## config.mk

```make
export PLATFORM = sky130hd
export DESIGN_NAME = i2s_clk_sched
export DESIGN_NICKNAME = d
export VERILOG_FILES = /design/src/rtl/amp_if_pkg.sv /design/src/rtl/sck_half_gen.sv /design/src/rtl/i2s_clk_sched.sv
export SDC_FILE = /design/constraint.sdc
export NUM_CORES = 1
export LEC_CHECK = 0
export ABC_AREA = 1
export CORE_ASPECT_RATIO = 0.9
export CORE_MARGIN = 10
export CORE_UTILIZATION = 36
export CTS_CLUSTER_SIZE = 30
export DETAILED_ROUTE_END_ITERATION = 8
export GPL_TIMING_DRIVEN = 1
export SETUP_SLACK_MARGIN = 0.1
export SYNTH_ARGS = -nofsm -noshare
export SYNTH_HDL_FRONTEND = slang
export SYNTH_SLANG_ARGS = --single-unit
```

## constraint.sdc

```tcl
create_clock -name clk_in -period 5.03 [get_ports clk_in]
set_input_delay 1.006 -clock clk_in [delete_from_list [all_inputs] [get_ports clk_in]]
set_output_delay 1.006 -clock clk_in [all_outputs]
set_load 0.05 [all_outputs]
```

## src/rtl/amp_if_pkg.sv

```systemverilog
// Shared types and helpers for the amplifier serial interface timing blocks.
// Divide exponents are 3 bits wide; legal values are 0..DIV_MAX.
package amp_if_pkg;

  typedef enum logic [1:0] {
    IDLE  = 2'd0,
    RUN   = 2'd1,
    DRAIN = 2'd2
  } sched_state_t;

  localparam int unsigned DIV_MAX = 5;
  localparam int unsigned DIV_W   = 3;
  localparam int unsigned HCNT_W  = 5;

  // Exponents above DIV_MAX saturate instead of wrapping to a fast clock.
  function automatic logic [DIV_W-1:0] clamp_div(input logic [DIV_W-1:0] sel);
    return (sel > DIV_W'(DIV_MAX)) ? DIV_W'(DIV_MAX) : sel;
  endfunction

  // Terminal count of the half-period counter: 2^div - 1.
  function automatic logic [HCNT_W-1:0] half_tc(input logic [DIV_W-1:0] div);
    logic [HCNT_W:0] span;
    span = (HCNT_W+1)'(1) << div;
    return HCNT_W'(span - (HCNT_W+1)'(1));
  endfunction

endpackage

```

## src/rtl/sck_half_gen.sv

```systemverilog
// Bit-clock half-period generator: counts clk_in cycles per sck half-period,
// toggles sck at terminal count and emits registered rise/fall strobes.
module sck_half_gen
  import amp_if_pkg::*;
(
  input  logic             clk_in,
  input  logic             resetb,
  input  logic [DIV_W-1:0] div_cur,
  input  logic             run,
  input  logic             clr,
  output logic             sck,
  output logic             sck_rise,
  output logic             sck_fall,
  output logic             fall_nxt
);

  logic [HCNT_W-1:0] hcnt_q, hcnt_d;
  logic              sck_q, sck_d;
  logic              rise_q, rise_d;
  logic              fall_q, fall_d;
  logic              tc;

  // A sync clear restarts the half-period without toggling sck, so a ratio
  // switch can only ever lengthen the phase in progress.
  always_comb begin
    tc     = (hcnt_q == half_tc(div_cur));
    hcnt_d = hcnt_q + HCNT_W'(1);
    sck_d  = sck_q;
    rise_d = 1'b0;
    fall_d = 1'b0;
    if (!run) begin
      hcnt_d = '0;
      sck_d  = 1'b0;
    end else if (clr) begin
      hcnt_d = '0;
    end else if (tc) begin
      hcnt_d = '0;
      sck_d  = ~sck_q;
      rise_d = ~sck_q;
      fall_d = sck_q;
    end
  end

  assign fall_nxt = run && !clr && tc && sck_q;

  always_ff @(posedge clk_in or negedge resetb) begin
    if (!resetb) begin
      hcnt_q <= '0;
      sck_q  <= 1'b0;
      rise_q <= 1'b0;
      fall_q <= 1'b0;
    end else begin
      hcnt_q <= hcnt_d;
      sck_q  <= sck_d;
      rise_q <= rise_d;
      fall_q <= fall_d;
    end
  end

  assign sck      = sck_q;
  assign sck_rise = rise_q;
  assign sck_fall = fall_q;

endmodule

```

## src/rtl/i2s_clk_sched.sv

```systemverilog
// I2S bit-clock / word-select scheduler with frame-aligned ratio changes and stop.
//
//   state | meaning
//   IDLE  | clocks parked low, ratio requests applied immediately
//   RUN   | sck/ws running, ratio requests wait for a frame boundary
//   DRAIN | stop requested, running until the next frame boundary
module i2s_clk_sched
  import amp_if_pkg::*;
#(
  parameter int unsigned FRAME_BITS = 32,
  parameter int unsigned DIV_RST    = 5
) (
  input  logic             clk_in,
  input  logic             resetb,
  input  logic             enable,
  input  logic [DIV_W-1:0] div_sel,
  input  logic             div_req,
  output logic             div_ack,
  output logic             sck,
  output logic             ws,
  output logic             sck_rise,
  output logic             sck_fall,
  output logic             frame_start,
  output logic             busy
);

  localparam int unsigned BCNT_W = $clog2(2 * FRAME_BITS);
  localparam logic [BCNT_W-1:0] BCNT_LAST = BCNT_W'(2 * FRAME_BITS - 1);
  localparam logic [BCNT_W-1:0] BCNT_HALF = BCNT_W'(FRAME_BITS);

  sched_state_t      state_q, state_d;
  logic [DIV_W-1:0]  div_cur_q, div_cur_d;
  logic [BCNT_W-1:0] bcnt_q, bcnt_d;
  logic              ws_q, ws_d;
  logic              frame_start_q, frame_start_d;
  logic              ack_q, ack_d;
  logic              busy_q, busy_d;

  logic pending;
  logic boundary;
  logic load;
  logic go_idle;
  logic run;
  logic hg_clr;
  logic fall_nxt;

  assign pending  = div_req && !ack_q;
  assign run      = (state_q != IDLE);
  assign boundary = run && frame_start_q;
  assign hg_clr   = boundary && (load || go_idle);

  always_comb begin
    state_d       = state_q;
    div_cur_d     = div_cur_q;
    bcnt_d        = bcnt_q;
    ws_d          = ws_q;
    frame_start_d = 1'b0;
    ack_d         = ack_q;
    load          = 1'b0;
    go_idle       = 1'b0;

    if (ack_q && !div_req) begin
      ack_d = 1'b0;
    end

    case (state_q)
      IDLE: begin
        bcnt_d = '0;
        ws_d   = 1'b0;
        load   = pending;
        if (enable) begin
          state_d = RUN;
        end
      end
      RUN: begin
        load = pending && boundary;
        if (!enable) begin
          state_d = DRAIN;
        end
      end
      DRAIN: begin
        load = pending && boundary;
        if (enable) begin
          state_d = RUN;
        end else if (boundary) begin
          state_d = IDLE;
          go_idle = 1'b1;
        end
      end
      default: begin
        state_d = IDLE;
      end
    endcase

    if (load) begin
      div_cur_d = clamp_div(div_sel);
      ack_d     = 1'b1;
    end

    // Bit position and channel advance only on sck falling edges.
    if (run && fall_nxt) begin
      if (bcnt_q == BCNT_LAST) begin
        bcnt_d        = '0;
        frame_start_d = 1'b1;
      end else begin
        bcnt_d = bcnt_q + BCNT_W'(1);
      end
      ws_d = (bcnt_d >= BCNT_HALF);
    end

    if (go_idle) begin
      ws_d = 1'b0;
    end

    busy_d = (state_d != IDLE);
  end

  always_ff @(posedge clk_in or negedge resetb) begin
    if (!resetb) begin
      state_q       <= IDLE;
      div_cur_q     <= DIV_W'(DIV_RST);
      bcnt_q        <= '0;
      ws_q          <= 1'b0;
      frame_start_q <= 1'b0;
      ack_q         <= 1'b0;
      busy_q        <= 1'b0;
    end else begin
      state_q       <= state_d;
      div_cur_q     <= div_cur_d;
      bcnt_q        <= bcnt_d;
      ws_q          <= ws_d;
      frame_start_q <= frame_start_d;
      ack_q         <= ack_d;
      busy_q        <= busy_d;
    end
  end

  sck_half_gen u_half (
    .clk_in   (clk_in),
    .resetb   (resetb),
    .div_cur  (div_cur_q),
    .run      (run),
    .clr      (hg_clr),
    .sck      (sck),
    .sck_rise (sck_rise),
    .sck_fall (sck_fall),
    .fall_nxt (fall_nxt)
  );

  assign ws          = ws_q;
  assign frame_start = frame_start_q;
  assign div_ack     = ack_q;
  assign busy        = busy_q;

endmodule
```

* Word-level counts from Yosys, hierarchy flattened
Index checks and enable logic that the tools add are counted.
Storage, ports and cells: register bits after elaboration 23, logic and storage cells 78
Cells by class: add/subtract/negate cells 3, magnitude comparators 2, eq/ne operators 6, shift operators 1, mux-type cells 33, bitwise operators 1, reduce and logical (&&, ||, !) cells 21
Operators with widths (count):
- 6-bit two-way mux | 4
- 1-bit two-way mux | 19
- 5-bit two-way mux | 3
- 1-bit logical AND | 9
- 2-bit two-way mux | 4
- 2-bit nonzero test | 4
- 6-bit by 1-bit adder with 6-bit output (second input constant) | 1
- 6-bit equality test (second input constant) | 1
- 6-bit >= comparator (second input constant) | 1
- 2-bit one-hot mux with 3 select lines | 1
- 5-bit by 1-bit adder with 5-bit output (second input constant) | 1
- 5-bit equality test | 1
- 1-bit by 3-bit left shift with 5-bit output (first input constant) | 1
- 5-bit by 1-bit subtractor with 5-bit output (second input constant) | 1
- 3-bit > comparator (second input constant) | 1
- 1-bit zero test | 3
- 3-bit two-way mux | 1
- 3-bit nonzero test | 1
- 2-bit by 1-bit equality test with 1-bit output (second input constant) | 1
- 2-bit equality test (second input constant) | 1
- 2-bit zero test | 1
- 2-bit by 1-bit != test with 1-bit output (second input constant) | 1
- 2-bit != test (second input constant) | 1
- 1-bit one-hot mux with 2 select lines | 1
- other kinds (4) | 4

* Depth between registers and ports, before layout
depth after elaboration 16, depth in mapped cells 12, mapped depth without buffers 12

* By module
A second synthesis with hierarchy kept.
Unflattened totals: cell total of the unflattened synthesis 161, area total of the unflattened synthesis 1318.8 um^2
By module, submodules not included:
- i2s_clk_sched | instances 1, cells each 97, area an instance 822.0 um^2
- sck_half_gen | instances 1, cells each 64, area an instance 496.7 um^2

* Least setup slack after synthesis
Ideal clock, no wire load.
path kind input port to flip-flop, start point input port div_req, end point register ws_q, in the netlist ws, setup time 0.120 ns, data arrival time 1.703 ns, data required time 4.910 ns, slack 3.207 ns, cell stages on the path 8, path buffers 0, path through nand2_1 nor2_1 nand3_1 nand2_2 nor2_4 nand4_4 nand3_1 nand2_1
Between the ends: longest elaborated chain between the ends 12
RTL lines:
- start: declaration | line i2s_clk_sched.sv:17 | input logic div_req,
- 1-bit logical AND * | line i2s_clk_sched.sv:47 | assign pending = div_req && !ack_q;
- 1-bit logical AND | line i2s_clk_sched.sv:76, i2s_clk_sched.sv:82
- 1-bit one-hot mux with 2 select lines * | line i2s_clk_sched.sv:66 | case (state_q)
- 1-bit logical OR * | line i2s_clk_sched.sv:50 | assign hg_clr = boundary && (load || go_idle);
- 1-bit logical AND * | line i2s_clk_sched.sv:50
- 1-bit zero test * | line sck_half_gen.sv:44 | assign fall_nxt = run && !clr && tc && sck_q;
- 1-bit logical AND * (3 in a row) | line sck_half_gen.sv:44
- 1-bit logical AND * | line i2s_clk_sched.sv:101 | if (run && fall_nxt) begin
- 1-bit two-way mux | line i2s_clk_sched.sv:101
- 1-bit two-way mux | line i2s_clk_sched.sv:111 | if (go_idle) begin
- end signal: assignment | line i2s_clk_sched.sv:131 | ws_q <= ws_d;
- end: declaration | line i2s_clk_sched.sv:34 | logic ws_q, ws_d;
Mark *: on every way between the ends. The rest lies on a longest branch, timed or not. A chain may end at the register's enable or synchronous reset.

* Final worst setup path
start point register u_half.sck_q, in the netlist u_half.sck, end point output port sck
RTL lines:
- start: declaration | line sck_half_gen.sv:18 | logic sck_q, sck_d;
- start signal: assignment | line sck_half_gen.sv:54 | sck_q <= sck_d;
- end: declaration | line i2s_clk_sched.sv:19 | output logic sck,
No word-level cell between the ends.

==> flow_summary.json <==
{
  "grt_max_degree": 24,
  "synth_seq_cells": 23,
  "clk_latency_ns": 0.26,
  "switching_power_uw": 284.7,
  "drcViolationCount": 0,
  "htreeDepth": 1,
  "grt_pass1_vias": 986,
  "syn_nets": 167,
  "fp.dieArea_um2": 6325,
  "ys_types": 26,
  "p_int_uw": 382.2,
  "fill_cells": 350,
  "finClkSkew_ns": 0.007188,
  "status": "finished clean",
  "cp.required_ns": 4.02,
  "cp_slowest_cell": "clkdlybuf4s50_1",
  "comb_power_share": 0.429,
  "switching_share": 0.4269,
  "peakVddDrop_uv": 272.6,
  "antenna_cells_inserted": 0,
  "finalSetupViolCount": 0,
  "drtAntennaViolNets": 0,
  "critPathKind": "register to primary output",
  "critPathArrivalTime_ns": 1.74,
  "p_leak_uw": 0.0007526,
  "slowest_delay_ns": 0.89,
  "synthArstFlopShare": 1.000,
  "clk_pin_slew_worst_paths_ns": 0.08,
  "mostFrequentLayoutCells": "nand2_1 (41), dfrtp_1 (21), nand3_1 (16), inv_1 (16), nor2_1 (14)",
  "critical-path-top-delay-family": "buffers and inverters",
  "synth_seq_area_share": 0.4534,
  "fin_util": 0.4412,
  "root_buffer": "clkbuf_8",
  "min_period_over_period": 0.5461,
  "fp.dieH_um": 76.46,
  "routedWlPerCell_um": 11.76,
  "ctsResizeCount": 0,
  "worst_setup_path_end_kind": "primary output",
  "power.density_nw_per_um2": 444.2,
  "vias_per_cell": 4.977,
  "rsz0062_at_grt": "no",
  "stdcell_area_um2": 1501,
  "path_buf_inv": 1,
  "port_buffers": 13,
  "r2r-start": "state_q[1]",
  "drive_gt1_frac": 0.09412,
  "rows": 20,
  "die_x_um": 82.73,
  "ioPinCount": 14,
  "synth_area_um2": 1275,
  "hp-start": "div_cur_q[0]",
  "max_freq_mhz": 364.0,
  "num-nets-final": 184,
  "cts_hold_buf": 0,
  "drtIter0Drc": 54,
  "seq_power_share": 0.400,
  "start_util": 0.3746,
  "grt_pass1_wl_mm": 4.284,
  "hold_viol_final": 0,
  "final_common_cell": "nand2_1",
  "worst_pin_slew_ns": 1.038,
  "relSlewSlack": 0.3058,
  "routed_wl_mm": 2.516,
  "place_area_um2": 1455,
  "hold_slack_ns": 0.4967,
  "yosys_most_used_dff": "dfrtp_1",
  "via_count": 1065,
  "core_um2": 3403,
  "grt_usage": 0.08308,
  "gp_congestion": 0.8872,
  "avgSynthCellArea_um2": 8.279,
  "r2r-end": "bcnt_q[0]",
  "maxCapViolCount": 0,
  "synth_cells": 154,
  "cts_buffers": 3,
  "antenna_found_initial": 0,
  "power_frac_clock": 0.171,
  "post_cts_buffers": 0,
  "cp_cell_sequence": "clkdlybuf4s50_1",
  "synthToLayoutAreaGrowth_pct": 17.76,
  "drt-pass1-iter-count": 4,
  "clockBufferDepth": 2,
  "clock_sinks": 23,
  "regToRegSetupSlack_ns": 3.08,
  "startpoint_type": "register",
  "period_needed_ns": 2.747,
  "synth_edf_count": 0,
  "critical_path_peak_fanout": 11,
  "grt-ovfl-total": 0,
  "cts_tree": "yes",
  "fin_tns_setup_ns": 0,
  "final_max_slew_viol_count": 0,
  "dpl.hpwl_mm": 1.863,
  "hold_path_class": "register to register",
  "yosys_warnings": 0,
  "holdPathEnd": "div_cur_q[0]",
  "hold_depth": 2,
  "reg2reg_depth": 11
}
-- state kept, by name (all words and copies together), names as in the netlist --
register	cells
bcnt_q	6
busy	1
div_ack	1
div_cur_q	3
frame_start	1
state_q	2
u_half.hcnt_q	5
u_half.sck	1
u_half.sck_fall	1
u_half.sck_rise	1
ws	1
-- worst max path at each step --
| stage | from | end | slack [ns] | cells after the start |
|---|---|---|---|---|
| floorplan | div_req | ws | 3.21 | 8 |
| global placement | enable | bcnt_q[0] | 2.58 | 8 |
| detailed placement | enable | bcnt_q[5] | 2.55 | 8 |
| CTS | u_half.sck | sck | 2.27 | 1 |
| global route | u_half.sck | sck | 2.22 | 1 |
| finish | u_half.sck | sck | 2.28 | 1 |
-- power groups by stage --
| stage | logic (uW) | registers, uW | clock network (uW) |
|---|---|---|---|
| detailed placement | 289 | 270 | 0 |
| finish | 286 | 267 | 114 |
| global route | 326 | 273 | 128 |
| CTS | 289 | 267 | 120 |
| floorplan | 193 | 291 | 0 |
| global placement | 282 | 268 | 0 |
-- cells in the mapped netlist, types with 3 or more instances --
| master | number | area, um2 |
|---|---|---|
| nand2_1 | 41 | 153.9 |
| dfrtp_1 | 21 | 525.5 |
| inv_1 | 16 | 60.06 |
| nand3_1 | 16 | 80.08 |
| nor2_1 | 14 | 52.55 |
| ha_1 | 6 | 75.07 |
| nand4_1 | 6 | 37.54 |
| o21ai_0 | 5 | 25.02 |
| a21oi_1 | 3 | 15.01 |
| xnor2_1 | 3 | 26.28 |
-- worst register-to-register path, cell delays in order, from the launching register on --
cell	delay [ns]
dfrtp_1	0.44
inv_1	0.12
ha_1	0.27
inv_2	0.15
nand2_2	0.11
inv_2	0.04
nand3_1	0.08
nand2_2	0.07
nor2_4	0.21
nand4_4	0.19
nand3_1	0.13
nand2_1	0.06
-- logic make-up after synthesis --
kind of cell,share of synthesized area
simple gates,0.3288
xor+xnor,0.03435
compound gates,0.06771
buf+inv,0.05692
fa+ha+maj,0.05888
flops,0.4534
-- layer usage --
| metal | vias up | part of all wire | global-route usage |
|---|---|---|---|
| met5 | - | 0 | 0 |
| met4 | 0 | 0.011 | 0.03679 |
| met3 | 4 | 0.040 | 0.02005 |
| met2 | 30 | 0.46 | 0.1296 |
| met1 | 496 | 0.48 | 0.1035 |
| li1 | 535 | - | - |
-- per-stage QoR --
stage	worst slack, ns	total power (uW)	std cells
after floorplan	3.207	483.2	154
after global placement	2.584	550.2	210
after detailed placement	2.545	558.1	210
after CTS	2.272	675.3	214
after global routing	2.222	727.3	214
final	2.283	666.9	214
-- area by class of cell --
type	count	area (um2)	share of cell area
clock buffer	3	41.29	0.02750
clock inverter	1	5.005	0.003333
inverter	18	67.56	0.04500
multi-input combinational	112	624.3	0.4158
sequential	23	578.1	0.3850
tap	44	55.05	0.03667
timing repair buffer	13	130.1	0.08667
(Power assumes the default switching activity.)
